==> src/rtl/serial_addsub.sv <==
// -----------------------------------------------------------------------------
// serial_addsub
//
// Bit-serial adder/subtractor. Operands are captured on a start request and
// pushed LSB-first through a single full-adder slice, one bit per clock. After
// WIDTH bits the WIDTH+1-bit result and the overflow flag are registered and a
// one-cycle done pulse is raised. The FSM accepts a new request in IDLE and in
// DONE, so operations can run back to back with one op per WIDTH+1 cycles.
//
// Ports
//   clk          system clock, rising edge
//   rst          synchronous reset, active high
//   start        request, sampled only in IDLE or DONE
//   sub          0 = a+b, 1 = a-b (captured on start)
//   signed_mode  0 = unsigned, 1 = two's complement (captured on start)
//   a, b         WIDTH-bit operands (captured on start)
//   busy         high while the serial datapath is running
//   done         one-cycle pulse, result/overflow valid
//   result       WIDTH+1-bit registered result, held until the next done
//   overflow     registered overflow flag, updated with result
//
// WIDTH is legal from 2 to 32.
// -----------------------------------------------------------------------------
module serial_addsub #(
   parameter  int WIDTH = 5,
   localparam int CNT_W = $clog2(WIDTH)
) (
   input  logic             clk,
   input  logic             rst,
   input  logic             start,
   input  logic             sub,
   input  logic             signed_mode,
   input  logic [WIDTH-1:0] a,
   input  logic [WIDTH-1:0] b,
   output logic             busy,
   output logic             done,
   output logic [WIDTH:0]   result,
   output logic             overflow
);

   typedef enum logic [1:0] {
      S_IDLE,
      S_RUN,
      S_DONE
   } state_t;

   state_t             state_q, state_d;
   logic [WIDTH-1:0]   a_q, a_d;         // operand A, shifted right each RUN cycle
   logic [WIDTH-1:0]   b_q, b_d;         // operand B', already inverted for sub
   logic               sub_q, sub_d;
   logic               signed_q, signed_d;
   logic               carry_q, carry_d;
   logic [CNT_W-1:0]   cnt_q, cnt_d;
   logic [WIDTH-1:0]   sum_q, sum_d;     // sum bits enter at the top, LSB ends at bit 0
   logic [WIDTH:0]     result_q, result_d;
   logic               overflow_q, overflow_d;

   // Full-adder slice and end-of-operation flags
   logic a_bit, b_bit, sum_bit, carry_out, last_bit, msb_bit, ovf_bit, capture;

   assign a_bit     = a_q[0];
   assign b_bit     = b_q[0];
   assign sum_bit   = a_bit ^ b_bit ^ carry_q;
   assign carry_out = (a_bit & b_bit) | (carry_q & (a_bit ^ b_bit));
   assign last_bit  = (cnt_q == CNT_W'(WIDTH - 1));

   // On the last bit, carry_q is the carry into the MSB and a_bit/b_bit are
   // the operand MSBs. Signed: the exact sign is the MSB sum with the final
   // carry, and overflow is carry-in XOR carry-out of the MSB. Unsigned: the
   // top bit is the carry for add and the borrow (inverted carry) for sub.
   assign msb_bit = signed_q ? (a_bit ^ b_bit ^ carry_out)
                             : (sub_q ? ~carry_out : carry_out);
   assign ovf_bit = signed_q ? (carry_q ^ carry_out)
                             : (sub_q ? ~carry_out : carry_out);

   // Requests are only accepted when the datapath is free.
   assign capture = start && (state_q == S_IDLE || state_q == S_DONE);

   // NOTE: every *_d gets its hold value first so no path through this block
   // leaves a signal unassigned, which would otherwise infer a latch.
   always_comb begin
      state_d    = state_q;
      a_d        = a_q;
      b_d        = b_q;
      sub_d      = sub_q;
      signed_d   = signed_q;
      carry_d    = carry_q;
      cnt_d      = cnt_q;
      sum_d      = sum_q;
      result_d   = result_q;
      overflow_d = overflow_q;

      case (state_q)
         S_IDLE: begin
            if (start) state_d = S_RUN;
         end
         S_RUN: begin
            a_d     = a_q >> 1;
            b_d     = b_q >> 1;
            sum_d   = {sum_bit, sum_q[WIDTH-1:1]};
            carry_d = carry_out;
            if (last_bit) begin
               state_d    = S_DONE;
               cnt_d      = '0;
               result_d   = {msb_bit, sum_bit, sum_q[WIDTH-1:1]};
               overflow_d = ovf_bit;
            end else begin
               cnt_d = cnt_q + CNT_W'(1);
            end
         end
         S_DONE: begin
            state_d = start ? S_RUN : S_IDLE;
         end
         default: state_d = S_IDLE;
      endcase

      // Subtraction is a + ~b + 1: invert B here and feed the +1 as carry-in.
      if (capture) begin
         a_d      = a;
         b_d      = sub ? ~b : b;
         sub_d    = sub;
         signed_d = signed_mode;
         carry_d  = sub;
         cnt_d    = '0;
         sum_d    = '0;
      end
   end

   // NOTE: state registers use non-blocking assignments so every register
   // samples the pre-edge values, independent of statement order.
   always_ff @(posedge clk) begin
      if (rst) begin
         state_q    <= S_IDLE;
         a_q        <= '0;
         b_q        <= '0;
         sub_q      <= 1'b0;
         signed_q   <= 1'b0;
         carry_q    <= 1'b0;
         cnt_q      <= '0;
         sum_q      <= '0;
         result_q   <= '0;
         overflow_q <= 1'b0;
      end else begin
         state_q    <= state_d;
         a_q        <= a_d;
         b_q        <= b_d;
         sub_q      <= sub_d;
         signed_q   <= signed_d;
         carry_q    <= carry_d;
         cnt_q      <= cnt_d;
         sum_q      <= sum_d;
         result_q   <= result_d;
         overflow_q <= overflow_d;
      end
   end

   assign busy     = (state_q == S_RUN);
   assign done     = (state_q == S_DONE);
   assign result   = result_q;
   assign overflow = overflow_q;

endmodule
==> config.mk <==
export PLATFORM = sky130hd
export DESIGN_NAME = serial_addsub
export DESIGN_NICKNAME = d
export VERILOG_FILES = /design/src/rtl/serial_addsub.sv
export SDC_FILE = /design/constraint.sdc
export NUM_CORES = 1
export LEC_CHECK = 0
export ABC_CLOCK_PERIOD_IN_PS = 3540
export CAP_MARGIN = 10
export CORE_AREA = 2 2 58 60
export CTS_CLUSTER_DIAMETER = 50
export CTS_CLUSTER_SIZE = 12
export DETAILED_ROUTE_END_ITERATION = 10
export DIE_AREA = 0 0 60 62
export PLACE_DENSITY = 0.66
export SLEW_MARGIN = 5
export SYNTH_ARGS = -nofsm -noshare
export SYNTH_HDL_FRONTEND = slang
export SYNTH_SLANG_ARGS = --single-unit
==> constraint.sdc <==
create_clock -name clk -period 3.54 [get_ports clk]
set_clock_uncertainty 0.1 [all_clocks]
set_input_delay 0.708 -clock clk [delete_from_list [all_inputs] [get_ports clk]]
set_output_delay 0.708 -clock clk [all_outputs]
set_load 0.01 [all_outputs]
==> flow_metrics.env <==
export IMPL_status="complete, no violations"
export IMPL_worst_endpoint_required_ps=2730
export IMPL_critPathLaunchType="flip-flop"
export IMPL_worst_setup_path_end_kind="primary output"
export IMPL_area_delta_synth_final_pct=24.16
export IMPL_maxSlewViolCount=0
export IMPL_yosys_cell_count_top_type="dfxtp_1"
export IMPL_nets=188
export IMPL_clkLatencyLatePin_ps=330
export IMPL_synth_edff_count=0
export IMPL_period_minus_slack_ps=2544
export IMPL_diodes=0
export IMPL_layout_drive_gt1_share_pct=6.509
export IMPL_die_w_um=60
export IMPL_clk_pin_slew_ps=80
export IMPL_fmax_ghz=0.3931
export IMPL_gp_congestion=0.6938
export IMPL_place_hpwl_mm=1.712
export IMPL_ys_async_sr_fraction_pct=0
export IMPL_ys_types=29
export IMPL_tns_ps=0
export IMPL_finalCritPeriodShare_pct=71.87
export IMPL_synth_common_cells="dfxtp_1 (29), nand2_1 (23), a21oi_1 (20)"
export IMPL_htree_levels=2
export IMPL_cts_root_buf="clkbuf_4"
export IMPL_synth_area_top_cells="dfxtp_1 (46%), a21oi_1 (7.9%), nand2_1 (6.8%)"
export IMPL_dp_slack_ps=1144
export IMPL_place_port_buffers=23
export IMPL_fill_cells=314
export IMPL_synth_seq_cells=29
export IMPL_setup_ws_ps=995.8
export IMPL_r2r_worst_path_cells=5
export IMPL_path_max_fanout=19
export IMPL_leakage_nw=0.5407
export IMPL_peakVddDrop_uv=157.5
export IMPL_ant_nets=0
export IMPL_gr_total_overflow=0
export IMPL_yosysWarnings=0
export IMPL_arrival_ps=1740
export IMPL_finalHoldViolCount=0
export IMPL_path_class="flip-flop to primary output"
export IMPL_cts_resized=0
export IMPL_syn_cell_area_um2=1269
export IMPL_synth_ff_type="dfxtp_1"
export IMPL_die_area_um2=3720
export IMPL_rows=21
export IMPL_holdPathStages=2
export IMPL_wirelength_mm=2.425
export IMPL_drc_errors=0
export IMPL_drv_cap=0
export IMPL_vias=1071
export IMPL_grt_setup_unrepaired="no"
export IMPL_synth_nets=165
export IMPL_synth_avg_cell_area_um2=8.690
export IMPL_viasPerCell=4.981
export IMPL_cts_tree="built"
export IMPL_min_delay_path_class="flip-flop to flip-flop"
export IMPL_grt_max_degree=24
export IMPL_worst_pin_slew_ps=820.5
export IMPL_ctsHoldBuffers=0
export IMPL_max_clock_path_buffers=2
export IMPL_cts_buffers=5
export IMPL_io_pins=24
export IMPL_die_h_um=62
export IMPL_cts_sinks=29
export IMPL_finalSetupViolations=0
export IMPL_wl_per_cell_um=11.28
export IMPL_dr_first_iter_drc_count=66
export IMPL_ys_seq_area_share_pct=45.76
export IMPL_initial_core_util_pct=39.91
export IMPL_core_area_um2=3179
export IMPL_syn_inst=146
export IMPL_grt_pass1_wl_mm=4.077
export IMPL_grt_usage_pct=15.34
export IMPL_relSlewSlack_pct=45.19
export IMPL_yosysTopAreaCellShare_pct=45.76
export IMPL_power_density_nw_per_um2=407.6
export IMPL_synth_top_area_cell="dfxtp_1"
export IMPL_final_util_pct=49.55
export IMPL_grt_pass1_vias=932
export IMPL_antenna_found_initial=0
export IMPL_cts_setup_buffers=0
export IMPL_p_total_w=0.0006421
export IMPL_first_pass_iters=4
report_power, final:
part | internal, W | switching, W | total, W
Combinational | 0.0000415 | 0.0000478 | 0.0000893
Clock | 0.0000935 | 0.000109 | 0.000203
Sequential | 0.000340 | 0.00000982 | 0.000350
Total | 0.000475 | 0.000167 | 0.000642
per-stage QoR:
step	std cells	hold slack (ps)	instance area [um^2]
after floorplan	146	332.2	1269
after global placement	208	343.1	1520
after detailed placement	208	351.1	1520
after CTS	215	363.9	1575
after global routing	215	396.0	1575
final	215	362.6	1575
routing by layer:
metal | global-route usage [%] | vias up | wire length (um)
li1 | - | 546 | -
met1 | 17.90 | 483 | 1132
met2 | 24.53 | 35 | 1100
met3 | 5.590 | 7 | 141
met4 | 8.571 | 0 | 50
met5 | 0 | - | 0
path summary, 6_finish.rpt:
check / startpoint / end / slack (ps)
setup / recovery: state_q[0] / busy / 1000
hold / removal: sum_q[1] / result[0] / 360
setup reg to reg: a_q[0] / result[5] / 1950
hold reg to reg: sum_q[1] / result[0] / 360
state kept, by name, summed over array words and instances (netlist names):
name      flops
result        6
a_q           5
b_q           5
sum_q         4
cnt_q         3
state_q       2
carry_q       1
overflow      1
signed_q      1
sub_q         1
critical path, stage by stage (launching register included):
cell,delay [ps]
dfxtp_1,410
nand2b_1,110
inv_2,290
clkdlybuf4s50_1,610
placed cells by master (no fill, tap or decap), drive strengths merged:
cell / count
nor2: 8
nand2b: 3
inv: 6
a22oi: 5
xor2: 5
dfxtp: 29
ha: 2
nand3b: 1
a311oi: 2
a211oi: 4
fa: 2
buf: 2
nand2: 23
mux2i: 3
a2bb2oi: 1
nand3: 8
nor2b: 2
xnor2: 2
and4b: 1
nor3: 4
clkdlybuf4s50: 23
clkbuf: 7
o22ai: 1
a21oi: 20
o21ai: 5
cell families after synthesis:
family | after synthesis | synth area share [%]
XOR/XNOR | 7 | 4.832
buffers and inverters | 15 | 5.818
AO/OA/AOI/OAI | 38 | 18.15
flip-flops | 29 | 45.76
AND/OR/NAND/NOR | 50 | 17.95
multiplexers | 3 | 2.367
adder cells (fa/ha/maj) | 4 | 5.128
cell type report:
cell class / count / area (um^2) / share of cell area (%)
multi-input cells: 102 / 614.3 / 39.00
clock buffers: 7 / 55.05 / 3.495
flip-flops and latches: 29 / 580.6 / 36.85
well taps: 46 / 57.56 / 3.654
inverters: 6 / 22.52 / 1.430
repair buffers: 25 / 245.2 / 15.57
(Power assumes the default switching activity.)
